<file path="config.mk">
export PLATFORM = sky130hd
export DESIGN_NAME = frame_encoder
export DESIGN_NICKNAME = d
export VERILOG_FILES = /design/src/rtl/frame_encoder.sv
export SDC_FILE = /design/constraint.sdc
export NUM_CORES = 1
export LEC_CHECK = 0
export BUFFER_PORTS_ARGS = -buffer_cell sky130_fd_sc_hd__buf_2
export CAP_MARGIN = 15
export CORE_UTILIZATION = 30
export DETAILED_ROUTE_END_ITERATION = 16
export HOLD_SLACK_MARGIN = 0.03
export PLACE_DENSITY = 0.51
export SKIP_CTS_REPAIR_TIMING = 1
export SLEW_MARGIN = 20
export SYNTH_ARGS = -nofsm -noshare
export SYNTH_HDL_FRONTEND = slang
export SYNTH_SLANG_ARGS = --single-unit
</file>
<file path="constraint.sdc">
create_clock -name clk -period 3.75 [get_ports clk]
set_input_delay 0 -clock clk [delete_from_list [all_inputs] [get_ports clk]]
set_output_delay 0 -clock clk [all_outputs]
set_load 0.1 [all_outputs]
</file>
<file path="src/rtl/frame_encoder.sv">
`default_nettype none
// ============================================================================
//  Module   : frame_encoder
//  Purpose  : Host-side framer: FF sync, control byte, echo check, clamped
//             sample stream, FF terminator. FRAME_LIMIT_EN caps samples/frame.
//  Revision : 1.0 - initial release
// ============================================================================
module frame_encoder #(
  parameter int ACK_TIMEOUT = 1024,
  parameter int TMR_W       = 11
`ifdef FRAME_LIMIT_EN
  ,
  parameter int MAX_SAMPLES = 4096
`endif
) (
  input  logic       clk,
  input  logic       rst,
  input  logic       start,
  input  logic [7:0] ctrl_word,
  input  logic       stop,
  input  logic [7:0] sample_in,
  input  logic       sample_valid,
  output logic       sample_ready,
  output logic [7:0] data_out,
  output logic       out_valid,
  input  logic       out_ready,
  input  logic [7:0] ack_data,
  input  logic       ack_valid,
  output logic       busy,
  output logic       ack_ok,
  output logic       ack_err,
  output logic       ack_timeout,
  output logic       done
);

  localparam logic [2:0] c_ST_IDLE   = 3'd0;
  localparam logic [2:0] c_ST_SYNC   = 3'd1;
  localparam logic [2:0] c_ST_CTRL   = 3'd2;
  localparam logic [2:0] c_ST_WAIT   = 3'd3;
  localparam logic [2:0] c_ST_STREAM = 3'd4;
  localparam logic [2:0] c_ST_TERM   = 3'd5;

  localparam logic [7:0]       c_SYNC_BYTE = 8'hFF;
  localparam logic [7:0]       c_CLAMP_MAX = 8'hFE;
  localparam logic [TMR_W-1:0] c_TMR_LAST  = TMR_W'(ACK_TIMEOUT - 1);

  logic [2:0]       r_state;
  logic [7:0]       r_ctrl;
  logic [7:0]       r_data_out;
  logic             r_out_valid;
  logic [TMR_W-1:0] r_timer;
  logic             r_ack_ok;
  logic             r_ack_err;
  logic             r_ack_timeout;
  logic             r_done;

  logic       w_accept;
  logic       w_take;
  logic       w_limit;
  logic       w_ack_match;
  logic       w_sample_ready;
  logic [7:0] w_clamped;

`ifdef FRAME_LIMIT_EN
  localparam int c_CNT_W = $clog2(MAX_SAMPLES + 1);
  localparam logic [c_CNT_W-1:0] c_CNT_MAX = c_CNT_W'(MAX_SAMPLES);

  logic [c_CNT_W-1:0] r_sample_cnt;

  always_ff @(posedge clk or negedge rst) begin
    if (!rst) begin
      r_sample_cnt <= '0;
    end else if (w_ack_match) begin
      r_sample_cnt <= '0;
    end else if (w_take) begin
      r_sample_cnt <= r_sample_cnt + 1'b1;
    end
  end

  assign w_limit = (r_sample_cnt == c_CNT_MAX);
`else
  assign w_limit = 1'b0;
`endif

  assign w_accept    = r_out_valid && out_ready;
  assign w_ack_match = (r_state == c_ST_WAIT) && ack_valid && (ack_data == r_ctrl);
  // 0xFF in the sample region would end the frame early at the decoder
  assign w_clamped   = (sample_in == 8'hFF) ? c_CLAMP_MAX : sample_in;

  assign w_sample_ready = (r_state == c_ST_STREAM) && !stop && !w_limit &&
                          (!r_out_valid || out_ready);
  assign w_take         = sample_valid && w_sample_ready;

  always_ff @(posedge clk or negedge rst) begin
    if (!rst) begin
      r_state       <= c_ST_IDLE;
      r_ctrl        <= 8'h00;
      r_data_out    <= 8'h00;
      r_out_valid   <= 1'b0;
      r_timer       <= '0;
      r_ack_ok      <= 1'b0;
      r_ack_err     <= 1'b0;
      r_ack_timeout <= 1'b0;
      r_done        <= 1'b0;
    end else begin
      r_done <= 1'b0;
      case (r_state)
        c_ST_IDLE: begin
          if (start) begin
            r_ctrl        <= ctrl_word;
            r_ack_ok      <= 1'b0;
            r_ack_err     <= 1'b0;
            r_ack_timeout <= 1'b0;
            r_data_out    <= c_SYNC_BYTE;
            r_out_valid   <= 1'b1;
            r_state       <= c_ST_SYNC;
          end
        end
        c_ST_SYNC: begin
          if (w_accept) begin
            r_data_out <= r_ctrl;
            r_state    <= c_ST_CTRL;
          end
        end
        c_ST_CTRL: begin
          if (w_accept) begin
            r_out_valid <= 1'b0;
            r_timer     <= '0;
            r_state     <= c_ST_WAIT;
          end
        end
        c_ST_WAIT: begin
          r_timer <= r_timer + 1'b1;
          // an echo arriving in the expiry cycle still counts
          if (ack_valid) begin
            if (ack_data == r_ctrl) begin
              r_ack_ok <= 1'b1;
              r_state  <= c_ST_STREAM;
            end else begin
              r_ack_err <= 1'b1;
              r_state   <= c_ST_IDLE;
            end
          end else if (r_timer == c_TMR_LAST) begin
            r_ack_timeout <= 1'b1;
            r_state       <= c_ST_IDLE;
          end
        end
        c_ST_STREAM: begin
          if (w_take) begin
            r_data_out  <= w_clamped;
            r_out_valid <= 1'b1;
          end else if ((stop || w_limit) && (!r_out_valid || out_ready)) begin
            r_data_out  <= c_SYNC_BYTE;
            r_out_valid <= 1'b1;
            r_state     <= c_ST_TERM;
          end else if (w_accept) begin
            r_out_valid <= 1'b0;
          end
        end
        c_ST_TERM: begin
          if (w_accept) begin
            r_out_valid <= 1'b0;
            r_done      <= 1'b1;
            r_state     <= c_ST_IDLE;
          end
        end
        default: begin
          r_out_valid <= 1'b0;
          r_state     <= c_ST_IDLE;
        end
      endcase
    end
  end

  assign sample_ready = w_sample_ready;
  assign data_out     = r_data_out;
  assign out_valid    = r_out_valid;
  assign busy         = (r_state != c_ST_IDLE);
  assign ack_ok       = r_ack_ok;
  assign ack_err      = r_ack_err;
  assign ack_timeout  = r_ack_timeout;
  assign done         = r_done;

endmodule
`default_nettype wire

</file>
# --- Word-level counts from Yosys, hierarchy flattened ---
# Index checks and enable logic that the tools add are counted.
totals:
  ff_bits: 35
  word_cells: 90
  inputBits: 31
op_classes:
  reduce_logical: 23
  add_sub_neg: 1
  n_eq_ne: 21
  bitwise: 1
  n_mux: 35
op_table:
  columns: ["cell", "count"]
  rows:
  - ["two-way mux 8 bit", 5]
  - ["two-way mux 3 bit", 9]
  - ["one-hot mux 8 bit (3 select lines)", 1]
  - ["one-hot mux 11 bit (2 select lines)", 1]
  - ["one-hot mux 3 bit (6 select lines)", 1]
  - ["inequality test 2 bit, second input constant", 8]
  - ["AND reduction 4 bit", 4]
  - ["two-way mux 1 bit", 13]
  - ["adder 11 x 1 -> 11 bit, second input constant", 1]
  - ["== test 11 x 10 -> 1 bit, second input constant", 1]
  - ["two-way mux 11 bit", 1]
  - ["== test 8 bit", 1]
  - ["== test 8 bit, second input constant", 1]
  - ["AND reduction 7 bit", 1]
  - ["== test 3 x 2 -> 1 bit, second input constant", 2]
  - ["== test 3 bit, second input constant", 2]
  - ["inequality test 2 x 1 -> 1 bit, second input constant", 3]
  - ["inequality test 3 x 2 -> 1 bit, second input constant", 2]
  - ["one-hot mux 1 bit (2 select lines)", 3]
  - ["AND reduction 2 bit", 3]
  - ["nonzero test 3 bit", 2]
  - ["logical AND 1 bit", 5]
  - ["one-hot mux 1 bit (4 select lines)", 1]
  - ["nonzero test 2 bit", 2]
  - ["6 further kinds", 8]

# --- Depth between registers and ports, before layout ---
# Gate-level depths: netlist of the first run.
depth:
  word_depth: 6
  ltp_mapped: 6

# --- Least setup slack after synthesis of the first run ---
# Ideal clock, no wire load.
synth_timing:
  kind: "flip-flop to flip-flop"
  start: "register r_out_valid (netlist: out_valid)"
  end: "register r_data_out[0] (netlist: data_out[0])"
  period_less_slack_ns: 2.183
  required_ns: 3.625
  path_slack_ns: 1.567
  arrival_ns: 2.058
  setup_ns: 0.125
  path_stages_with_launch: 5
  path_buffers: 0
  path_cell_list: "dfrtp_1 > and2_1 > nand3_1 > a31oi_4 > mux2_2"
synth_via:
  elab_chain_len: 6
synth_lines:
  columns: ["item", "line", "source"]
  rows:
  - ["start, declared", "50", "logic r_out_valid;"]
  - ["start signal, assigned", "99", "r_out_valid <= 1'b0;"]
  - ["start signal, assigned", "115", "r_out_valid <= 1'b1;"]
  - ["start signal, assigned", "127", "r_out_valid <= 1'b0;"]
  - ["zero test 1 bit", "91, 152", null]
  - ["logical OR 1 bit", "91, 152", null]
  - ["logical AND 1 bit", "90", "assign w_sample_ready = (r_state == c_ST_STREAM) && !stop && !w_limit &&"]
  - ["logical AND 1 bit", "92", "assign w_take = sample_valid && w_sample_ready;"]
  - ["inequality test 3 x 2 -> 1 bit (no line) / two-way mux 8 bit (equally long branches)", null, null]
  - ["AND reduction 4 bit (no line) / one-hot mux 8 bit (3 select lines) (equally long branches)", null, null]
  - ["end signal, assigned", "114", "r_data_out <= c_SYNC_BYTE;"]
  - ["end signal, assigned", "121", "r_data_out <= r_ctrl;"]
  - ["end signal, assigned", "150", "r_data_out <= w_clamped;"]
  - ["end, declared", "49", "logic [7:0] r_data_out;"]
# Parallel ways exist; a longest one is shown, timed or not.
# A chain may end at the register's enable or synchronous reset.

# --- Final worst setup path of the first run ---
layout_timing:
  start: "register r_state[0]"
  end: "register r_data_out[0] (netlist: data_out[0])"
layout_via:
  elab_chain_len: 6
layout_lines:
  columns: ["item", "line", "source"]
  rows:
  - ["start, declared", "47", "logic [2:0] r_state;"]
  - ["start signal, assigned", "96", "r_state <= c_ST_IDLE;"]
  - ["start signal, assigned", "116", "r_state <= c_ST_SYNC;"]
  - ["start signal, assigned", "122", "r_state <= c_ST_CTRL;"]
  - ["== test 3 bit", "90, 107", null]
  - ["logical AND 1 bit (2 in a row)", "90", null]
  - ["logical AND 1 bit", "92", null]
  - ["inequality test 3 x 2 -> 1 bit (no line) / two-way mux 8 bit (equally long branches)", null, null]
  - ["AND reduction 4 bit (no line) / one-hot mux 8 bit (3 select lines) (equally long branches)", null, null]
# Parallel ways exist; a longest one is shown, timed or not.

==> results of run 1 <==
==> worst max-delay path, stage by stage, from the launching register on <==
cell     delay, ns
dfrtp_1       0.57
nor2_2        0.25
nand4_1       0.37
a32o_1        0.35
mux2_2        0.27
==> report_power, final <==
part	leakage [nW]	internal (W)	total (W)	switching, W
Sequential	0.427	0.000513	0.000662	0.000150
Clock	0.0422	0.000130	0.000269	0.000138
Combinational	0.609	0.000290	0.000922	0.000632
Total	1.08	0.000933	0.00185	0.000920
==> logic make-up after synthesis <==
family	count (synthesis)	synth area share
simple gates	64	0.197
buf+inv	14	0.0322
compound gates	39	0.148
fa+ha+maj	1	0.00671
flops	35	0.470
mux	19	0.108
xor+xnor	8	0.0376
==> cell usage in the layout, fill, tap and decap left out, types with 8 or more instances in the layout <==
cell type / instances
mux2i_1: 10
dfrtp_1: 35
dlygate4sd3_1: 9
nand2_1: 14
buf_2: 45
nand3_1: 8
o21ai_0: 9
xor2_1: 8
mux2_2: 9
inv_1: 8
==> metrics by stage <==
stage               worst slack, ns  std cells  cell area, sq um
floorplan                      1.57        180              1860
global placement               1.88        295              2160
detailed placement             1.83        295              2160
CTS                            1.82        303              2240
global route                   1.68        312              2330
finish                         1.82        312              2330
==> area by class of cell <==
class | count | area (sq um) | share of cell area
Timing Repair Buffer | 54 | 315 | 0.135
Sequential cell | 35 | 876 | 0.376
Clock inverter | 1 | 5.00 | 0.00215
Clock buffer | 7 | 76.3 | 0.0328
Inverter | 9 | 33.8 | 0.0145
Tap cell | 75 | 93.8 | 0.0403
Multi-Input combinational cell | 131 | 928 | 0.399
==> sequential cells by signal, summed over array words and instances (netlist names) <==
register / count
ack_err: 1
ack_ok: 1
ack_timeout: 1
data_out: 8
done: 1
out_valid: 1
r_ctrl: 8
r_state: 3
r_timer: 11
==> worst max-delay path by stage <==
stage	endpoint	cells past startpoint	startpoint	slack [ns]
CTS	data_out[0]$_DFFE_PN0P_	4	r_state[0]$_DFFE_PN0P_	1.82
global route	data_out[0]$_DFFE_PN0P_	4	r_state[0]$_DFFE_PN0P_	1.68
detailed placement	data_out[0]$_DFFE_PN0P_	4	r_state[1]$_DFFE_PN0P_	1.83
floorplan	data_out[0]$_DFFE_PN0P_	4	out_valid$_DFFE_PN0P_	1.57
global placement	data_out[0]$_DFFE_PN0P_	4	r_state[0]$_DFFE_PN0P_	1.88
finish	data_out[0]$_DFFE_PN0P_	4	r_state[0]$_DFFE_PN0P_	1.82
==> routing by layer <==
| metal | global-route usage | part of all wire | vias up |
|---|---|---|---|
| li1 | - | - | 766 |
| met1 | 0.204 | 0.49 | 756 |
| met4 | 0.0482 | 0.015 | 0 |
| met5 | 0 | 0 | - |
| met3 | 0.0348 | 0.038 | 5 |
| met2 | 0.237 | 0.46 | 34 |
==> run_results.csv, run 1 <==
group,metric,value,unit
drt,dr.pass1.iters,4,
timing,fin_skew,0.00916,ns
setup_path,reg2reg_depth,4,
place,dp_hpwl,3.25,mm
global_route,gr-total-overflow,0,
die,rows,28,
die,start_util,0.313,
yosys,synth_most_common_cell,"dfrtp_1",
worst_hold_path,hp-start,"sample_in[6]",
worst_hold_path,whs_path_depth,3,
timing,fin_crit_sh,0.514,
yosys,synth_top_cell_area_share,0.470,
yosys,synth_area_leaders,"dfrtp_1, mux2_2, mux2i_1",
cts,cts-root-buf,"clkbuf_8",
yosys,ys_seq_area_frac,0.470,
timing,worst_pin_slew,0.823,ns
yosys,mappedNetlistNets,212,
yosys,yosys_warnings,0,
finish,antennaDiodeCount,0,
die,die_h,80.8,um
yosys,synth-edff-count,0,
place,place.gp.congestion,0.757,
timing,fin_crit,1.93,ns
drt,wire_per_inst,14.8,um
power_and_ir_drop,p_leak,1.08,nW
drt,drtIter0Drc,57,
drt,drt-vias-per-instance,5.00,
finish,fillers,623,
yosys,async_flop_share,1.00,
die,fp.dieArea,6530,sq um
finish,utilization,0.391,
yosys,synth_top_cell_by_area,"dfrtp_1",
yosys,synthDistinctLibCells,48,
setup_path,worst_setup_path_end_kind,"flop",
timing,hold_viol,0,
cts,path_clk_slew,0.08,ns
drt,wirelength,4.63,mm
setup_path,cp.required,3.92,ns
setup_path,r2r_slack,1.82,ns
setup_path,regToRegEndpoint,"data_out[0]$_DFFE_PN0P_",
worst_hold_path,hold_path.class,"input port to flop",
power_and_ir_drop,finalPower,0.00185,W
timing,rsz0062_at_grt,"no",
cts,cts_buffer_depth,2,
timing,tns,0,ns
yosys,syn_area,1860,sq um
setup_path,critPathLaunchType,"flop",
global_route,grt_pass1_wl,7.48,mm
timing,setup_violations,0,
global_route,grt_pass1_vias,1515,
cts,clk_latency,0.29,ns
yosys,ys.flop_type,"dfrtp_1",
drt,vias,1561,
yosys,yosys-top-cells-count,"dfrtp_1, nand2_1, mux2i_1, mux2_2, o21ai_0",
global_route,grt_use_total,0.151,
yosys,synthCells,180,
drt,ant_nets,0,
setup_path,crit_arrival,2.09,ns
setup_path,crit_path_max_fanout,16,
setup_path,crit_type,"flop to flop",
yosys,ys_ff_latch,35,
finish,syn2layout_area_growth,24.9,%
die,design.core.area,5960,sq um
finish,num-nets-final,268,
setup_path,r2r_start,"r_state[0]$_DFFE_PN0P_",
cts,cts.sinks,35,
drt,drc,0,
cts,cts_tree,"built",
cts,numCtsBuffers,5,
cts,htreeDepth,2,
global_route,antenna_found_initial,0,
die,die_w,80.8,um
job,max_cap_violations,0,
global_route,grt_max_degree,36,
finish,drive_gt1_frac,0.291,
die,io_pins,46,
timing,fmax,519,MHz
place,port_buffers,45,
power_and_ir_drop,peakVddDrop,0.440,mV
worst_hold_path,hold_end,"data_out[6]$_DFFE_PN0P_",
timing,timing.hold.ws,0.0128,ns
timing,slew_violations,0,
timing,slew_headroom,0.451,
status,outcome,"complete, no violations",
yosys,avgSynthCellArea,10.4,sq um
power_and_ir_drop,p_per_area,796,nW/um^2
Note: power is estimated with default switching activity, not from simulation.
==> run 2, diff against run 1 <==
--- a/config.mk
+++ b/config.mk
@@ -10,7 +10,7 @@
 export CORE_UTILIZATION = 30
 export DETAILED_ROUTE_END_ITERATION = 16
 export HOLD_SLACK_MARGIN = 0.03
-export PLACE_DENSITY = 0.51
+export PLACE_DENSITY = 0.53
 export SKIP_CTS_REPAIR_TIMING = 1
 export SLEW_MARGIN = 20
 export SYNTH_ARGS = -nofsm -noshare
==> constraint.sdc (replaced) <==
create_clock -name clk -period 1.7 [get_ports clk]
set_input_delay 0 -clock clk [delete_from_list [all_inputs] [get_ports clk]]
set_output_delay 0 -clock clk [all_outputs]
set_load 0.1 [all_outputs]
==> run_results.csv, run 2 (synthesis gave the netlist of run 1 again) <==
group,metric,value,unit
die,die_h,80.8,um
finish,layout_common_cells,"buf_2, dfrtp_1, buf_4",
global_route,grt_pass1_wl,7.34,mm
finish,final_area,2550,sq um
cts,cts_buffer_depth,2,
die,rows,28,
setup_path,worst_setup_path_end_kind,"flop",
setup_path,cp.required,1.87,ns
finish,antennaDiodeCount,0,
timing,fin_crit_sh,0.936,
timing,hold_viol,0,
cts,path_clk_slew,0.08,ns
finish,final_common_cell,"buf_2",
timing,setup_violations,0,
setup_path,crit_family,"simple AND/OR/NAND/NOR gates",
place,post_dp_cell_area,2300,sq um
drt,drc,0,
place,port_buffers,45,
setup_path,r2r_slack,0.11,ns
setup_path,crit_slowest_cell,"dfrtp_1",
setup_path,path_cells,"ha_4 > nand4_1 > nor4_4 > nor3_2 > or3_1",
timing,slew_violations,0,
cts,numCtsBuffers,5,
global_route,grt_max_degree,15,
finish,largest_register,"r_timer",
cts,cts.sinks,35,
worst_hold_path,hold_path.class,"input port to flop",
finish,syn2layout_area_growth,37.0,%
global_route,grt_pass1_vias,1582,
power_and_ir_drop,p_leak,1.18,nW
finish,drive_gt1_frac,0.379,
worst_hold_path,hp-start,"sample_in[5]",
setup_path,regToRegEndpoint,"r_state[1]$_DFFE_PN0P_",
global_route,antenna_found_initial,0,
timing,fin_crit,1.59,ns
die,die_w,80.8,um
place,dp_hpwl,3.37,mm
cts,cts-root-buf,"clkbuf_8",
global_route,grt_use_total,0.148,
timing,slew_headroom,0.637,
timing,fin_skew,0.00942,ns
place,place.gp.congestion,0.772,
die,start_util,0.313,
setup_path,crit_type,"flop to flop",
timing,fmax,629,MHz
global_route,gr-total-overflow,0,
finish,num-nets-final,284,
power_and_ir_drop,peakVddDrop,0.941,mV
setup_path,reg2reg_depth,5,
drt,wire_per_inst,13.8,um
timing,worst_pin_slew,0.542,ns
setup_path,path_depth,5,
job,max_cap_violations,0,
drt,wirelength,4.53,mm
setup_path,worstSetupStartpoint,"r_timer[1]$_DFFE_PN0P_",
power_and_ir_drop,finalPower,0.00435,W
power_and_ir_drop,p_per_area,1700,nW/um^2
die,design.core.area,5960,sq um
setup_path,crit_path_max_fanout,4,
die,io_pins,46,
status,outcome,"complete, no violations",
setup_path,r2r_start,"r_timer[1]$_DFFE_PN0P_",
die,fp.dieArea,6530,sq um
finish,largest_reg_flops,11,
setup_path,crit_arrival,1.76,ns
cts,clk_latency,0.29,ns
drt,drt-vias-per-instance,4.88,
drt,ant_nets,0,
drt,dr.pass1.iters,4,
setup_path,cp_num_buf_inv,0,
cts,htreeDepth,2,
drt,drtIter0Drc,69,
drt,vias,1600,
setup_path,critPathLaunchType,"flop",
cts,cts_tree,"built",
setup_path,setup.worst_path.end,"r_state[1]$_DFFE_PN0P_",
setup_path,cpPeakStageDelay,0.40,ns
## run 2: cell types whose count changed in the layout (fill, tap and decap cells not counted), sizes merged
cell and change:
clkbuf -2, buf +16, clkinvlp +2
## run 2: layout make-up
type                            count  area [sq um]
Sequential cell                    35           882
Inverter                            9          33.8
Tap cell                           75          93.8
Clock inverter                      3          20.0
Timing Repair Buffer               70           478
Multi-Input combinational cell    131           977
Fill cell                         577          3400
Clock buffer                        5          68.8
## run 2: power by group
part | internal (W) | leakage (nW) | switching [W]
Combinational | 0.000831 | 0.718 | 0.00145
Clock | 0.000285 | 0.0402 | 0.000310
Sequential | 0.00114 | 0.424 | 0.000325
## run 2: tightest hold or removal path: cells and delay by family
family / cells / cell delay, ns
AOI/OAI and AO/OA: 1 / 0.06
buffers and inverters: 1 / 0.09
muxes: 1 / 0.12
## run 2: metrics by stage
stage | setup WS, ns | cells | hold slack, ns | util | setup TNS [ns]
after floorplan | -0.0247 | 180 | -0.296 | - | -0.0247
after global placement | 0.0742 | 306 | -0.102 | 0.386 | 0
after detailed placement | 0.0117 | 306 | -0.0989 | 0.386 | 0
after CTS | 0.0296 | 314 | -0.420 | 0.401 | 0
after global routing | -0.00443 | 328 | 0.0358 | 0.429 | -0.00648
final | 0.110 | 328 | 0.0164 | 0.429 | 0
## run 2: how the worst min path moves through the flow
stage / endpoint / cells after the start
finish: data_out[5]$_DFFE_PN0P_ / 3
floorplan: ack_err$_DFFE_PN0P_ / 0
global route: data_out[6]$_DFFE_PN0P_ / 3
detailed placement: r_timer[10]$_DFFE_PN0P_ / 1
global placement: r_timer[10]$_DFFE_PN0P_ / 1
CTS: r_state[1]$_DFFE_PN0P_ / 1
## run 2: layer usage
layer  global-route usage  vias up  wire [um]  share of wire
li1                     -      800          -              -
met1                0.196      763       2230           0.49
met2                0.238       33       2100           0.46
met3               0.0281        4        137          0.030
met4               0.0589        0         63          0.014
met5                    0        -          0              0
